### config.mk
export PLATFORM = sky130hd
export DESIGN_NAME = permutation
export DESIGN_NICKNAME = d
export VERILOG_FILES = /design/src/rtl/permutation.sv
export SDC_FILE = /design/constraint.sdc
export NUM_CORES = 2
export LEC_CHECK = 0
export ABC_AREA = 0
export BUFFER_PORTS_ARGS = -buffer_cell sky130_fd_sc_hd__buf_2
export CAP_MARGIN = 20
export CORE_MARGIN = 5
export CORE_UTILIZATION = 30
export CTS_CLUSTER_DIAMETER = 150
export DETAILED_ROUTE_END_ITERATION = 8
export SLEW_MARGIN = 20
export SYNTH_ARGS = -nofsm -noshare
export SYNTH_HDL_FRONTEND = slang
export SYNTH_SLANG_ARGS = --single-unit
### constraint.sdc
create_clock -name clock_i -period 12.9 [get_ports clock_i]
set_input_delay 2.58 -clock clock_i [delete_from_list [all_inputs] [get_ports clock_i]]
set_output_delay 2.58 -clock clock_i [all_outputs]
set_load 0.03 [all_outputs]
### src/rtl/permutation.sv
// One ASCON round per clock: constant addition, bitsliced S-box and linear
// diffusion over the 320-bit state, with the result captured in the state register.
package ascon_pack;
   typedef logic [4:0][63:0] type_state;
endpackage

module permutation
   import ascon_pack::*;
(
   input  logic        clock_i,
   input  logic        resetb_i,
   input  logic        select_i,
   input  type_state   permutation_i,
   input  logic [3:0]  round_i,
   input  logic        enable_i,
   output type_state   permutation_o
);

   type_state state_q, state_d;
   type_state op_s, pc_s, ps_s, pl_s;
   type_state sx_s, st_s;
   logic [7:0] const_s;

   function automatic logic [63:0] rotr(input logic [63:0] x, input int unsigned n);
      return (x >> n) | (x << (64 - n));
   endfunction

   assign op_s = select_i ? permutation_i : state_q;

   // Upper nibble of the round constant is 15 - r, which is simply ~r.
   assign const_s = {~round_i, round_i};

   always_comb begin
      pc_s = op_s;
      pc_s[2][7:0] = op_s[2][7:0] ^ const_s;
   end

   always_comb begin
      sx_s = pc_s;
      st_s = '0;
      sx_s[0] = sx_s[0] ^ sx_s[4];
      sx_s[4] = sx_s[4] ^ sx_s[3];
      sx_s[2] = sx_s[2] ^ sx_s[1];
      for (int i = 0; i < 5; i++) begin
         st_s[i] = ~sx_s[i] & sx_s[(i + 1) % 5];
      end
      for (int i = 0; i < 5; i++) begin
         sx_s[i] = sx_s[i] ^ st_s[(i + 1) % 5];
      end
      sx_s[1] = sx_s[1] ^ sx_s[0];
      sx_s[0] = sx_s[0] ^ sx_s[4];
      sx_s[3] = sx_s[3] ^ sx_s[2];
      sx_s[2] = ~sx_s[2];
      ps_s = sx_s;
   end

   always_comb begin
      pl_s[0] = ps_s[0] ^ rotr(ps_s[0], 19) ^ rotr(ps_s[0], 28);
      pl_s[1] = ps_s[1] ^ rotr(ps_s[1], 61) ^ rotr(ps_s[1], 39);
      pl_s[2] = ps_s[2] ^ rotr(ps_s[2], 1)  ^ rotr(ps_s[2], 6);
      pl_s[3] = ps_s[3] ^ rotr(ps_s[3], 10) ^ rotr(ps_s[3], 17);
      pl_s[4] = ps_s[4] ^ rotr(ps_s[4], 7)  ^ rotr(ps_s[4], 41);
   end

   assign state_d = enable_i ? pl_s : state_q;

   always_ff @(posedge clock_i or posedge resetb_i) begin
      if (resetb_i) begin
         state_q <= '0;
      end else begin
         state_q <= state_d;
      end
   end

   assign permutation_o = state_q;

endmodule

==> impl_metrics.py <==
metrics = {
    "status": {
        "status": "completed",
    },
    "placement": {
        "place_congestion": 1.02,
        "place_hpwl_mm": 145,
        "io_buffers": 647,
    },
    "floorplan": {
        "ioPinCount": 648,
        "die_w_um": 339,
        "die_area_sq_mm": 0.115,
        "rows": 120,
        "start_util_pct": 30.3,
        "core_sq_mm": 0.107,
        "dieHeight_um": 339,
    },
    "route": {
        "drt_wl_total_mm": 170,
        "post_drt_wl_per_cell_um": 34.4,
        "first_pass_iters": 6,
        "detail-route-antenna-nets": 0,
        "met2_length_mm": 79.0,
        "wl_met3_mm": 17.0,
        "num_vias": 26000,
        "drc_errors": 0,
        "vias_per_cell": 5.25,
        "drt_iter0_drc": 2707,
        "met1Wirelength_mm": 64.9,
        "routed.top_layer": "met5",
    },
    "global_routing": {
        "first_global_vias": 25900,
        "grt_max_degree": 117,
        "antenna_found_initial": 6,
        "grt_use_total_pct": 28.4,
        "grt_pass1_wl_mm": 224,
        "grt_overflow": 0,
    },
    "yosys": {
        "synth_cells": 2877,
        "synth_seq_cells": 320,
        "synth_area_sq_mm": 0.0325,
        "synth_cell_types": 37,
        "synth_flop_cell": "dfrtp_1",
        "seq_area_frac_synth_pct": 24.6,
        "async_flop_share_pct": 100,
        "synthesis.nets": 3329,
        "yosysWarnings": 0,
        "syn_avg_cell_area_sq_um": 11.3,
        "synth_edf_count": 0,
    },
    "timing": {
        "worst_slew_pin_slew_ns": 1.27,
        "skew_ns": 0.0316,
        "fmax_ghz": 0.146,
        "setup_viol": 0,
        "rsz0062_at_grt": "no",
        "finalHoldViolCount": 0,
        "slew_headroom_pct": 14.5,
        "finalMaxSlewViolations": 0,
        "min_period_ns": 6.87,
        "fin_tns_setup_ns": 0,
        "period_share_pct": 53.3,
    },
    "clocking": {
        "cts_resized": 0,
        "clk_pin_slew_ns": 0.06,
        "clk_path_buf_depth": 3,
        "clock-sinks": 320,
        "htree_levels": 2,
        "cts_tree": "yes",
        "post_cts_buffers": 0,
        "cts-root-buf": "clkbuf_16",
        "holdBufCountCts": 0,
        "clk_latency_ns": 0.60,
        "numCtsBuffers": 45,
    },
    "setup_path": {
        "critPathKind": "primary input to flop",
        "cp-start-kind": "primary input",
        "rrSetupSlack_ns": 9.24,
        "worstRegToRegCells": 8,
        "arrival_ns": 7.39,
        "cp-end-kind": "flop",
        "regToRegStartpoint": "permutation_o[132]",
        "crit_required_ns": 13.42,
        "crit_fanout": 76,
        "timing.rr.end": "permutation_o[196]",
    },
    "finish": {
        "syn2layout_area_growth_pct": 19.3,
        "fillers": 10800,
        "nets": 3964,
        "drive_gt1_share_pct": 31.7,
        "largest_register_ff_count": 320,
    },
    "min_path": {
        "worstHoldPathType": "flop to flop",
        "hold_start": "permutation_o[186]",
        "min_path_cells": 1,
        "hold_path_end": "permutation_o[186]",
    },
    "run": {
        "maxCapViolations": 0,
    },
}
-- worst max-delay path, cell delays in order --
cell and delay (ns):
buf_8 0.51, buf_12 0.43, buf_4 0.74, mux2i_1 0.72, ha_1 0.40, xnor2_1 0.39, xnor2_1 0.14, xnor2_1 0.63
xnor3_1 0.54, a21oi_1 0.15
-- kinds of logic (layout without fill, tap and decap cells) --
group	count (synthesis)	in the layout	share of synthesized area, %
fa+ha+maj	128	128	4.90
mux	529	529	18.1
simple gates	439	439	5.88
flops	320	320	24.6
buf+inv	133	798	2.24
xor+xnor	1079	1079	39.9
compound gates	249	249	4.39
other cells	0	1	0
-- per-layer routing --
metal | up-vias | GRT usage (%)
li1 | 11200 | -
met2 | 1403 | 46.6
met1 | 13100 | 34.6
met5 | - | 0
met3 | 293 | 8.31
met4 | 10 | 12.5
-- cell usage after synthesis (33+ instances only) --
cell type	count	share of area (%)
a21oi_1	154	2.4
clkbuf_1	70	0.81
dfrtp_1	320	25
ha_1	124	4.8
inv_1	33	0.38
mux2_2	287	9.9
mux2i_1	209	6.4
nand2_1	114	1.3
nor2_1	220	2.5
nor2b_1	55	1.1
o21ai_0	35	0.54
xnor2_1	689	19
xnor3_1	225	16
xor2_1	127	3.4
-- through the flow --
step | instances | setup WS (ns) | cell area (sq um) | hold WS (ns) | util [%]
after CTS | 4945 | 6.09 | 38700 | 0.531 | 36.1
after detailed placement | 4868 | 5.47 | 37300 | 0.517 | 34.8
after floorplan | 2877 | 1.46 | 32500 | 0.683 | -
after global routing | 4945 | 5.86 | 38700 | 0.553 | 36.1
after global placement | 4868 | 5.08 | 37200 | 0.515 | 34.7
final | 4946 | 6.03 | 38800 | 0.528 | 36.1
-- final cells by class --
type | count | area [sq um] | area share, %
clock inverter | 11 | 159 | 0.410
sequential | 320 | 8010 | 20.7
inverter | 33 | 131 | 0.339
tap | 1403 | 1760 | 4.53
multi-input combinational | 2424 | 23800 | 61.5
antenna | 1 | 2.50 | 0.00646
clock buffer | 66 | 1280 | 3.32
timing repair buffer | 688 | 3580 | 9.23
-- worst max-delay path by stage --
stage | cells after the start | to | slack (ns) | from
finish | 10 | permutation_o[221] | 6.03 | select_i
global route | 10 | permutation_o[221] | 5.86 | select_i
CTS | 10 | permutation_o[221] | 6.09 | select_i
detailed placement | 10 | permutation_o[221] | 5.47 | select_i
global placement | 10 | permutation_o[222] | 5.08 | select_i
floorplan | 1 | permutation_o[0] | 1.46 | resetb_i
-- cell usage in the layout (no fill, tap or decap), types with 13 or more instances in the layout --
master     Yosys  layout
xnor2_1      689     679
buf_2          1     645
dfrtp_1      320     320
mux2_2       287     287
xnor3_1      225     225
nor2_1       220     220
mux2i_1      209     209
a21oi_1      154     154
xor2_1       127     127
ha_1         124     124
nand2_1      114     114
nor2b_1       55      55
clkbuf_16      0      45
buf_4          4      40
o21ai_0       35      34
inv_1         33      32
xnor2_2       21      31
mux2i_2       20      20
or3_1         16      16
clkbuf_1      70      13
Power is not shown: default switching activity piles up to over one toggle a cycle in this logic, so the estimate is an artifact.
